`config.mk`:
```
export PLATFORM = sky130hd
export DESIGN_NAME = uart_rx
export DESIGN_NICKNAME = d
export VERILOG_FILES = /design/src/rtl/uart_pkg.sv /design/src/rtl/uart_sync.sv /design/src/rtl/uart_rx.sv
export SDC_FILE = /design/constraint.sdc
export NUM_CORES = 1
export LEC_CHECK = 0
export BUFFER_PORTS_ARGS = -buffer_cell sky130_fd_sc_hd__buf_2
export CAP_MARGIN = 30
export CORE_UTILIZATION = 55
export DETAILED_ROUTE_END_ITERATION = 8
export PLACE_DENSITY = 0.74
export SLEW_MARGIN = 40
export SYNTH_ARGS = -nofsm -noshare
export SYNTH_HDL_FRONTEND = slang
export SYNTH_SLANG_ARGS = --single-unit
```
`constraint.sdc`:
```
create_clock -name clk -period 3.1 [get_ports clk]
set_clock_uncertainty 0.05 [all_clocks]
set_input_delay 0.155 -clock clk [delete_from_list [all_inputs] [get_ports clk]]
set_output_delay 0.155 -clock clk [all_outputs]
set_load 0.02 [all_outputs]
```
`src/rtl/uart_pkg.sv`:
```
// Shared UART definitions: receiver state encoding, baud divisor helper and default frame settings.
package uart_pkg;

  localparam int DATA_WIDTH_DEF = 8;
  localparam int BAUD_RATE_DEF  = 115_200;

  typedef enum logic [2:0] {
    RX_IDLE   = 3'd0,
    RX_START  = 3'd1,
    RX_DATA   = 3'd2,
    RX_PARITY = 3'd3,
    RX_STOP   = 3'd4,
    RX_BREAK  = 3'd5
  } rx_state_e;

  function automatic int cycles_per_bit(input int clk_freq, input int baud);
    return clk_freq / baud;
  endfunction

endpackage

```
`src/rtl/uart_sync.sv`:
```
// Two-flop synchroniser for an asynchronous single-bit input; both flops reset to RESET_VAL.
module uart_sync #(
  parameter logic RESET_VAL = 1'b1
) (
  input  logic clk,
  input  logic reset,
  input  logic d_i,
  output logic q_o
);

  logic meta_q;
  logic sync_q;

  always_ff @(posedge clk) begin
    if (reset) begin
      meta_q <= RESET_VAL;
      sync_q <= RESET_VAL;
    end else begin
      meta_q <= d_i;
      sync_q <= meta_q;
    end
  end

  assign q_o = sync_q;

endmodule

```
`src/rtl/uart_rx.sv`:
```
// Even-parity UART receiver: start, DATA_WIDTH data bits LSB-first, even parity, one stop bit,
// each sampled at mid-bit; emits a one-cycle rx_valid with parity and framing flags.
module uart_rx
  import uart_pkg::*;
#(
  parameter int CLK_FREQ   = 100_000_000,
  parameter int BAUD_RATE  = BAUD_RATE_DEF,
  parameter int DATA_WIDTH = DATA_WIDTH_DEF
) (
  input  logic                  clk,
  input  logic                  reset,
  input  logic                  RxD,
  output logic [DATA_WIDTH-1:0] RxData,
  output logic                  rx_valid,
  output logic                  parity_err,
  output logic                  frame_err,
  output logic                  busy
);

  localparam int CPB   = cycles_per_bit(CLK_FREQ, BAUD_RATE);
  localparam int CNT_W = $clog2(CPB);
  localparam int IDX_W = (DATA_WIDTH > 1) ? $clog2(DATA_WIDTH) : 1;

  localparam logic [CNT_W-1:0] CNT_LAST = CNT_W'(CPB - 1);
  localparam logic [CNT_W-1:0] CNT_HALF = CNT_W'(CPB / 2 - 1);
  localparam logic [IDX_W-1:0] IDX_LAST = IDX_W'(DATA_WIDTH - 1);

  logic rxs;

  rx_state_e             state_q, state_d;
  logic [CNT_W-1:0]      cnt_q, cnt_d;
  logic [IDX_W-1:0]      idx_q, idx_d;
  logic [DATA_WIDTH-1:0] shreg_q, shreg_d;
  logic                  par_q, par_d;
  logic [DATA_WIDTH-1:0] data_q, data_d;
  logic                  valid_q, valid_d;
  logic                  perr_q, perr_d;
  logic                  ferr_q, ferr_d;
  logic                  busy_q, busy_d;
  logic                  cnt_last;

  uart_sync #(.RESET_VAL(1'b1)) u_sync (
    .clk   (clk),
    .reset (reset),
    .d_i   (RxD),
    .q_o   (rxs)
  );

  assign cnt_last = (cnt_q == CNT_LAST);

  always_comb begin
    state_d = state_q;
    cnt_d   = cnt_q + 1'b1;
    idx_d   = idx_q;
    shreg_d = shreg_q;
    par_d   = par_q;
    data_d  = data_q;
    valid_d = 1'b0;
    perr_d  = perr_q;
    ferr_d  = ferr_q;

    case (state_q)
      RX_IDLE: begin
        cnt_d = '0;
        if (!rxs) state_d = RX_START;
      end
      RX_START: begin
        // Half a bit in: a line that has returned high was a glitch, not a start bit.
        if (cnt_q == CNT_HALF) begin
          if (rxs) begin
            state_d = RX_IDLE;
          end else begin
            state_d = RX_DATA;
            idx_d   = '0;
          end
        end
      end
      RX_DATA: begin
        if (cnt_last) begin
          cnt_d   = '0;
          shreg_d = shreg_q >> 1;
          shreg_d[DATA_WIDTH-1] = rxs;
          if (idx_q == IDX_LAST) state_d = RX_PARITY;
          else                   idx_d   = idx_q + 1'b1;
        end
      end
      RX_PARITY: begin
        if (cnt_last) begin
          par_d   = rxs;
          state_d = RX_STOP;
        end
      end
      RX_STOP: begin
        if (cnt_last) begin
          valid_d = 1'b1;
          data_d  = shreg_q;
          perr_d  = ^{shreg_q, par_q};
          ferr_d  = ~rxs;
          state_d = rxs ? RX_IDLE : RX_BREAK;
        end
      end
      RX_BREAK: begin
        // A line held low after a bad stop bit must not look like a fresh start edge.
        if (rxs) state_d = RX_IDLE;
      end
      default: state_d = RX_IDLE;
    endcase

    if (state_d != state_q) cnt_d = '0;
    busy_d = (state_d != RX_IDLE);
  end

  always_ff @(posedge clk) begin
    if (reset) begin
      state_q <= RX_IDLE;
      cnt_q   <= '0;
      idx_q   <= '0;
      shreg_q <= '0;
      par_q   <= 1'b0;
      data_q  <= '0;
      valid_q <= 1'b0;
      perr_q  <= 1'b0;
      ferr_q  <= 1'b0;
      busy_q  <= 1'b0;
    end else begin
      state_q <= state_d;
      cnt_q   <= cnt_d;
      idx_q   <= idx_d;
      shreg_q <= shreg_d;
      par_q   <= par_d;
      data_q  <= data_d;
      valid_q <= valid_d;
      perr_q  <= perr_d;
      ferr_q  <= ferr_d;
      busy_q  <= busy_d;
    end
  end

  assign RxData     = data_q;
  assign rx_valid   = valid_q;
  assign parity_err = perr_q;
  assign frame_err  = ferr_q;
  assign busy       = busy_q;

endmodule

```
== Word level (Yosys, flattened, before mapping) ==
Cells that the tools add are included.

* Bitwise gates (word level): 2
* Add/sub/neg operators: 2
* Muxes and demuxes: 18
* Reduce and logical (&&, ||, !) cells: 10
* Eq/ne operators: 13

{| class="wikitable"
|+ Operators with widths
! operator !! count
|-
| $mux 3 || 12
|-
| $pmux 10 s2 || 1
|-
| $pmux 3 s6 || 1
|-
| $add 10x1->10 const B || 1
|-
| $eq 10x10->1 const B || 1
|-
| $eq 10x9->1 const B || 1
|-
| $mux 10 || 1
|-
| $eq 3x3->1 const B || 3
|-
| $reduce_xor 9->1 || 1
|-
| $ne 2x2->1 const B || 4
|-
| $eq 3x2->1 const B || 2
|-
| $pmux 3 s2 || 1
|-
| $reduce_and 2->1 || 3
|-
| $reduce_and 5->1 || 1
|-
| $reduce_or 2->1 || 2
|-
| $add 3x1->3 const B || 1
|-
| $eq 3x1->1 const B || 1
|-
| $logic_not 3->1 || 1
|-
| $ne 3x3->1 || 1
|-
| $reduce_bool 3->1 || 1
|-
| $mux 2 || 1
|-
| $not 1->1 || 2
|-
| $reduce_bool 2->1 || 1
|-
| $mux 1 || 1
|}

* Output and inout port bits: 12
* Word-level logic and storage cells: 57
* Input port bits: 3
* Flip-flop bits (word level): 39

== Logic depth before layout (Yosys ltp) ==
Gate-level depths: netlist (run 1).

* Depth after elaboration: 6
* Mapped depth: 7
* Gate-level depth less buffers: 7

== By module ==
From an unflattened synthesis (run 1), not the netlist that was laid out.

* Cells, all modules: 219
* Area, all modules: 1899.3 um^2

{| class="wikitable"
|+ By module, submodules not included
! module !! area an instance (um^2) !! cells each !! times used !! seq. area each (um^2)
|-
| uart_rx || 1846.8 || 215 || 1 || 740.7
|-
| uart_sync || 52.6 || 4 || 1 || 40.0
|}

== Least setup slack after synthesis (run 1) ==
Ideal clock, no wire load.

* Path type: reg-to-reg
* Start point: register cnt_q[0]
* End point: register idx_q[0]
* Buffers on the path: 1
* Data required time: 2.978 ns
* Slack: 1.183 ns
* Stages on the path, launching flop included: 8
* Period minus slack after synthesis: 1.917 ns
* Arrival: 1.795 ns
* Setup time: 0.072 ns
* Cells stage by stage: dfxtp_1 -> ha_1 -> and4bb_2 -> and4_1 -> buf_4 -> a31oi_4 -> a311oi_4 -> mux2i_1

* Cells in the longest elaborated chain, start to end: 3
* Elaborated cells between the ends (all ways): 5
* Those cells by class: eq/ne: 4; reduce/logical: 1

{| class="wikitable"
|+ RTL lines
! element !! RTL line !! RTL
|-
| start: declaration || uart_rx.sv:31 || <nowiki>logic [CNT_W-1:0] cnt_q, cnt_d;</nowiki>
|-
| start signal: assignment || uart_rx.sv:127 || <nowiki>cnt_q <= cnt_d;</nowiki>
|-
| $eq 10x9->1 or $eq 10x10->1 (tied branches) || uart_rx.sv:69, uart_rx.sv:49 ||
|-
| $ne 2x2->1 (no line) || -- ||
|-
| $reduce_and 5->1 (no line) (*) || -- ||
|-
| end signal: assignment || uart_rx.sv:128 || <nowiki>idx_q <= idx_d;</nowiki>
|-
| end: declaration || uart_rx.sv:32 || <nowiki>logic [IDX_W-1:0] idx_q, idx_d;</nowiki>
|}

Every way passes the cells marked *; elsewhere a longest branch is shown, timed or not.
A chain may end at the register's enable or synchronous reset.

== Worst setup path after layout (run 1) ==
Same ends and word-level chain as after synthesis.

==> metrics.md, run 1 <==
| Metric | Value |
|---|---|
| Status | `finished clean` |
| Cells after DPL | `244` |
| Synth cell types | `41` |
| Critical path's slowest cell | `dfxtp_1` |
| Crit-path cells | `ha_1, and4bb_2, and4_1, a31oi_4, a311oi_4, mux2i_1` |
| Die X | `60.4 µm` |
| Final setup viols | `0` |
| VDD IR-drop max | `270 µV` |
| Crit. Startpoint | `cnt_q[0]` |
| Final nets | `215` |
| Mapped Nets | `201` |
| Seq/Total Area, Yosys | `0.417` |
| Clock slew at reported path FFs | `110 ps` |
| DR vias/cell | `5.46` |
| Setup Fix Bufs, Post-CTS | `0` |
| Final Hold Viols | `0` |
| Reg2Reg Depth | `6` |
| Clock Latency Late Sink | `360 ps` |
| TritonCTS Buffers | `5` |
| Core box area | `3150 µm²` |
| R2R Setup Slk | `930 ps` |
| First-pass GRT wire length | `5550 µm` |
| DR pass1 iterations | `4` |
| Max FO, Critical Path | `6` |
| Std-Cell Rows | `20` |
| Final setup TNS | `0 ps` |
| Commonest register cell after synthesis | `dfxtp_1` |
| Routability cong. | `0.853` |
| Critical Path Max Stage Delay | `390 ps` |
| Mean routed wirelength per cell | `13.0 µm` |
| EDFF count, synth | `0` |
| Max_cap viols | `0` |
| Die area | `3650 µm²` |
| Buffers on Ports | `14` |
| Design Area, Final | `2050 µm²` |
| N_diodes | `0` |
| Layout Area Growth over Synthesis | `9.55%` |
| Vias in the first global route | `1,234` |
| RR Endpoint | `idx_q[0]` |
| Critical Path RT | `3340 ps` |
| Resized Gates After CTS | `0` |
| I/O pin cnt | `15` |
| Most frequent cells in the layout | `39 x dfxtp_1, 38 x nor2_1, 21 x mux2i_1` |
| Max Freq | `462 MHz` |
| Max-slew violation count | `0` |
| Worst Setup EP | `idx_q[0]` |
| RSZ-0062 raised after global routing | `false` |
| Avg Inst Size Synth | `9.66 µm²` |
| Starting Density | `0.594` |
| Via count | `1,382` |
| Layout cells sized above 1 | `0.167` |
| Max clock buf depth | `2` |
| Post-DRT Antenna Nets | `0` |
| Crit path capture type | `flip-flop` |
| Iteration-0 DRC Markers | `97` |
| Global route overflow | `0` |
| CTS tree | `done` |
| Crit Path Category | `reg2reg` |
| DP HPWL | `2320 µm` |
| Period minus WS final | `2170 ps` |
| Die Y | `60.4 µm` |
| Largest net degree at the start of global routing | `33` |
| Worst Tran Pin Value | `656 ps` |
| Max-slew headroom | `0.562` |
| Startpoint type of the worst setup path | `flip-flop` |
| Leak | `0.733 nW` |
| Initial antenna violation count | `0` |
| Cells after synthesis | `194` |
| FILL cells | `273` |
| GRT Util Overall | `0.211` |
| Commonest non-fill, non-tap cell in the layout | `dfxtp_1` |
| Synth Warn # | `0` |
| CTS Root Cell | `clkbuf_4` |
| Arrival @ worst endpoint | `2400 ps` |
| Sink Count | `39` |
| Post-Syn Area | `1870 µm²` |
| Final wirelength | `3280 µm` |
| Async S/R FF share, synth | `0` |
| Final std cells w/o fill | `253` |
| PD cells | `435 nW/µm²` |
| CTS Hold Buffers Added | `1` |
| DP Area | `1960 µm²` |
| Reg-to-reg startpoint | `cnt_q[0]` |
| Tcrit/Tclk final | `0.698` |
| Flop and latch count out of synthesis | `39` |
| Drt drc | `0` |
| Path type of the worst min-delay path | `in2reg` |
| H-tree level count | `2` |
==> logic make-up after synthesis <==
group	synth area share
AO/OA/AOI/OAI	0.102
buffers and inverters	0.0367
flip-flops	0.417
XOR/XNOR	0.0728
AND/OR/NAND/NOR	0.233
adder cells (fa/ha/maj)	0.0267
multiplexers	0.112
==> power by group <==
part	leakage, nW	switching [mW]	internal (mW)	total [mW]
logic	0.370	0.0140	0.00911	0.0231
registers	0.315	0.00605	0.504	0.510
clock network	0.0482	0.170	0.190	0.361
total	0.733	0.190	0.704	0.894
==> critical path: cells and delay by family (launching register included) <==
kind                       cells  cell delay (ps)
and+or+nand+nor                2              680
AOI/OAI and AO/OA              2              510
DFF                            1              390
adders and majority gates      1              240
muxes                          1              230
==> cells in the mapped netlist, types with 3 or more instances <==
cell / count / area (µm²)
nor2b_1: 4 / 25.0
mux2i_1: 21 / 210
clkbuf_1: 5 / 18.8
xor2_1: 5 / 43.8
nand3_1: 6 / 30.0
a21oi_1: 7 / 35.0
nand2b_1: 5 / 31.3
xnor2_1: 8 / 70.1
dfxtp_1: 39 / 781
nor2_1: 38 / 143
o21ai_0: 3 / 15.0
nand2_1: 9 / 33.8
inv_1: 5 / 18.8
ha_1: 4 / 50.1
==> metrics by stage <==
stage	setup WS, ps	power [mW]	util	hold WS, ps
after floorplan	1180	0.538	-	209
after global placement	1030	0.543	0.621	288
after detailed placement	946	0.543	0.621	293
after CTS	934	0.896	0.651	188
after global routing	792	0.927	0.651	220
final	935	0.894	0.651	185
==> layer usage <==
metal,part of all wire,track usage,wire (µm),vias up
li1,-,-,-,697
met1,0.46,0.275,1500,651
met2,0.48,0.328,1570,31
met3,0.054,0.0832,176,3
met4,0.0091,0.0498,30,0
met5,0,0,0,-
==> worst min-delay path by stage <==
| stage | startpoint | end | slack [ps] | depth (start not counted) |
|---|---|---|---|---|
| after CTS | reset | shreg_q[4] | 190 | 2 |
| after detailed placement | RxD | u_sync.meta_q | 290 | 2 |
| after global routing | reset | shreg_q[2] | 220 | 2 |
| final | reset | state_q[1] | 180 | 2 |
| after floorplan | RxD | u_sync.meta_q | 210 | 1 |
| after global placement | RxD | u_sync.meta_q | 290 | 2 |
==> cell type report <==
class	count	area, µm²	area share
inverter	5	18.8	0.00914
timing repair buffer	16	87.6	0.0427
clock inverter	2	35.0	0.0171
clock buffer	6	51.3	0.0250
tap	44	55.1	0.0268
sequential	39	781	0.380
multi-input combinational	141	1020	0.499
==> flip-flops by register name, indices dropped and copies added, names as in the netlist <==
name           cells
cnt_q             10
RxData             8
shreg_q            8
idx_q              3
state_q            3
busy               1
frame_err          1
par_q              1
parity_err         1
rx_valid           1
u_sync.meta_q      1
u_sync.q_o         1
No activity file was read; power rests on OpenSTA's default activity.
==> run 2: changes to the inputs <==
--- a/config.mk
+++ b/config.mk
@@ -5,6 +5,7 @@
 export SDC_FILE = /design/constraint.sdc
 export NUM_CORES = 1
 export LEC_CHECK = 0
+export ABC_AREA = 1
 export BUFFER_PORTS_ARGS = -buffer_cell sky130_fd_sc_hd__buf_2
 export CAP_MARGIN = 30
 export CORE_UTILIZATION = 55
==> constraint.sdc (replaced) <==
create_clock -name clk -period 2 [get_ports clk]
set_clock_uncertainty 0.05 [all_clocks]
set_input_delay 0.1 -clock clk [delete_from_list [all_inputs] [get_ports clk]]
set_output_delay 0.1 -clock clk [all_outputs]
set_load 0.02 [all_outputs]
==> run 2 against run 1 <==
Synthesized cell count increased by 35%. Die area increased by 1.5%. Routed wire length increased by 9.4%. Area after synthesis increased by 1.6%. Final cell count increased by 28%. Total power increased by 39%. First-iteration DRC count decreased by 41%. Final area increased by 1.2%. Count of clock-buffer cells in the layout unchanged. Sequential power increased by 54%. Core utilization decreased by 2.9 points. Largest power group unchanged.
==> metrics.md, run 2 <==
| Metric | Value |
|---|---|
| Status | `finished clean` |
| DR vias/cell | `5.10` |
| Global route overflow | `0` |
| Path type of the worst min-delay path | `in2reg` |
| Cells after synthesis | `261` |
| Layout cells sized above 1 | `0.201` |
| Post-synth top area share | `0.410` |
| Flop and latch count out of synthesis | `39` |
| Leak | `0.887 nW` |
| Largest net degree at the start of global routing | `18` |
| Max Freq | `576 MHz` |
| First-pass GRT wire length | `5770 µm` |
| Synth Warn # | `0` |
| Clock Latency Late Sink | `350 ps` |
| Period minus WS final | `1740 ps` |
| CTS Root Cell | `clkbuf_4` |
| Via count | `1,658` |
| Startpoint type of the worst setup path | `flip-flop` |
| Critical path's slowest cell | `dfxtp_1` |
| PD cells | `598 nW/µm²` |
| Clock slew at reported path FFs | `120 ps` |
| EDFF count, synth | `0` |
| Cells after DPL | `316` |
| Crit-path cells | `ha_1, nand2_1, nor2_4, and3_2, nand2_1, o21ai_0, inv_1, a21oi_1, nor2_1` |
| Largest register FFs | `10` |
| Most frequent cells in the layout | `54 x nand2_1, 39 x dfxtp_1, 26 x nor2_1` |
| Cell repeated most along the worst path | `nand2_1` |
| Mapped Nets | `268` |
| Seq/Total Area, Yosys | `0.410` |
| Largest reg by FF count | `cnt_q` |
| Hold WS | `63.9 ps` |
| DP HPWL | `2560 µm` |
| Core box area | `3340 µm²` |
| Buffers on Ports | `14` |
| Die Y | `60.8 µm` |
| Final nets | `285` |
| Std-Cell Rows | `21` |
| Synth area leaders | `dfxtp_1 41%, nand2_1 11%, nand3_1 5.8%` |
| Commonest non-fill, non-tap cell in the layout | `nand2_1` |
| Avg Inst Size Synth | `7.30 µm²` |
| Sink Count | `39` |
| Post-DRT Antenna Nets | `0` |
| Arrival @ worst endpoint | `1950 ps` |
| Max-slew headroom | `0.755` |
| Async S/R FF share, synth | `0` |
| I/O pin cnt | `15` |
| Final Hold Viols | `0` |
| Worst Tran Pin Value | `367 ps` |
| GRT Util Overall | `0.211` |
| RSZ-0062 raised after global routing | `false` |
| Max-slew violation count | `0` |
| Routability cong. | `0.871` |
| Drt drc | `0` |
| Final wirelength | `3590 µm` |
| Starting Density | `0.571` |
| Critical Path RT | `2220 ps` |
| Commonest register cell after synthesis | `dfxtp_1` |
| Bufs and invs on worst path | `1` |
| VDD IR-drop max | `347 µV` |
| Mean routed wirelength per cell | `11.0 µm` |
| N_diodes | `0` |
| Most common cell in the netlist | `nand2_1` |
| Max FO, Critical Path | `14` |
| DR pass1 iterations | `4` |
| Crit Path Category | `reg2reg` |
| Die area | `3700 µm²` |
| Worst path top cell family by delay | `simple AND/OR/NAND/NOR gates` |
| Critical Path Max Stage Delay | `400 ps` |
| Final std cells w/o fill | `325` |
| Vias in the first global route | `1,300` |
| Final setup viols | `0` |
| Setup Fix Bufs, Post-CTS | `0` |
| Post-Syn Area | `1900 µm²` |
| Initial antenna violation count | `0` |
| Synth cell count leaders | `54 x nand2_1, 39 x dfxtp_1, 26 x nor2_1, 23 x inv_1, 22 x nand3_1` |
| Layout Area Growth over Synthesis | `9.07%` |
| Die X | `60.8 µm` |
| H-tree level count | `2` |
| CTS tree | `done` |
| Max_cap viols | `0` |
| Final setup TNS | `0 ps` |
| Area leader, netlist | `dfxtp_1` |
| Synth cell types | `29` |
| Max clock buf depth | `2` |
| Crit path capture type | `flip-flop` |
| Iteration-0 DRC Markers | `57` |
| Tcrit/Tclk final | `0.868` |
| TritonCTS Buffers | `5` |
## run 2: final timing paths
check             slack, ps     startpoint  cells after the start         end
setup reg to reg        260       cnt_q[0]                      9  parity_err
setup / recovery        260       cnt_q[0]                      9  parity_err
hold / removal           60          reset                      2   frame_err
hold reg to reg         380  u_sync.meta_q                      1  u_sync.q_o
## run 2: kinds of logic (layout without fill, tap and decap cells)
| logic type | Yosys count | after routing | synth area share |
|---|---|---|---|
| AOI/OAI and AO/OA | 35 | 35 | 0.0966 |
| xor gates and xnor gates | 8 | 8 | 0.0368 |
| adders and majority gates | 4 | 4 | 0.0263 |
| buffers and inverters | 35 | 53 | 0.0729 |
| DFF | 39 | 39 | 0.410 |
| and+or+nand+nor | 140 | 140 | 0.357 |
## run 2: worst register-to-register path: cells and delay by family, from the launching register on
kind                     cells  cell delay, ps
AO/OA/AOI/OAI                2             190
adder cells (fa/ha/maj)      1             200
AND/OR/NAND/NOR              5             790
buffers and inverters        1              50
flip-flops                   1             400
## run 2: metrics by stage
stage | util | setup slack, ps | power (mW) | cell area [µm²]
final | 0.622 | 263 | 1.24 | 2080
after global routing | 0.622 | 38.5 | 1.29 | 2080
after CTS | 0.622 | 222 | 1.26 | 2080
after detailed placement | 0.603 | 244 | 0.860 | 2010
after global placement | 0.603 | 310 | 0.860 | 2010
after floorplan | - | 500 | 0.848 | 1900
## run 2: timing repair
action | 4_1_cts | 5_1_grt
endpoints found under the setup margin | 0 | 0
hold buffers | 1 | 0
hold endpoints to repair | 1 | 0
gates resized for setup | 0 | 0
## run 2: area by class of cell
cell class | instances | area (µm²)
multi-input cells | 187 | 985
clock inverters | 2 | 12.5
flip-flops and latches | 39 | 781
inverters | 28 | 105
clock buffers | 6 | 41.3
well taps | 46 | 57.6
fillers | 322 | 1260
repair buffers | 17 | 95.1
## run 2: power breakdown
group	switching (mW)	internal [mW]	leakage, nW
clock network	0.263	0.136	0.0282
registers	0.00552	0.782	0.315
logic	0.0405	0.0163	0.544
total	0.309	0.934	0.887
## run 2: layer usage
layer  track usage  vias up  wire [µm]
met1         0.310      746       1970
met5             0        -          0
met2         0.295       32       1450
met4        0.0649        0         37
met3        0.0640        4        138
li1              -      876          -
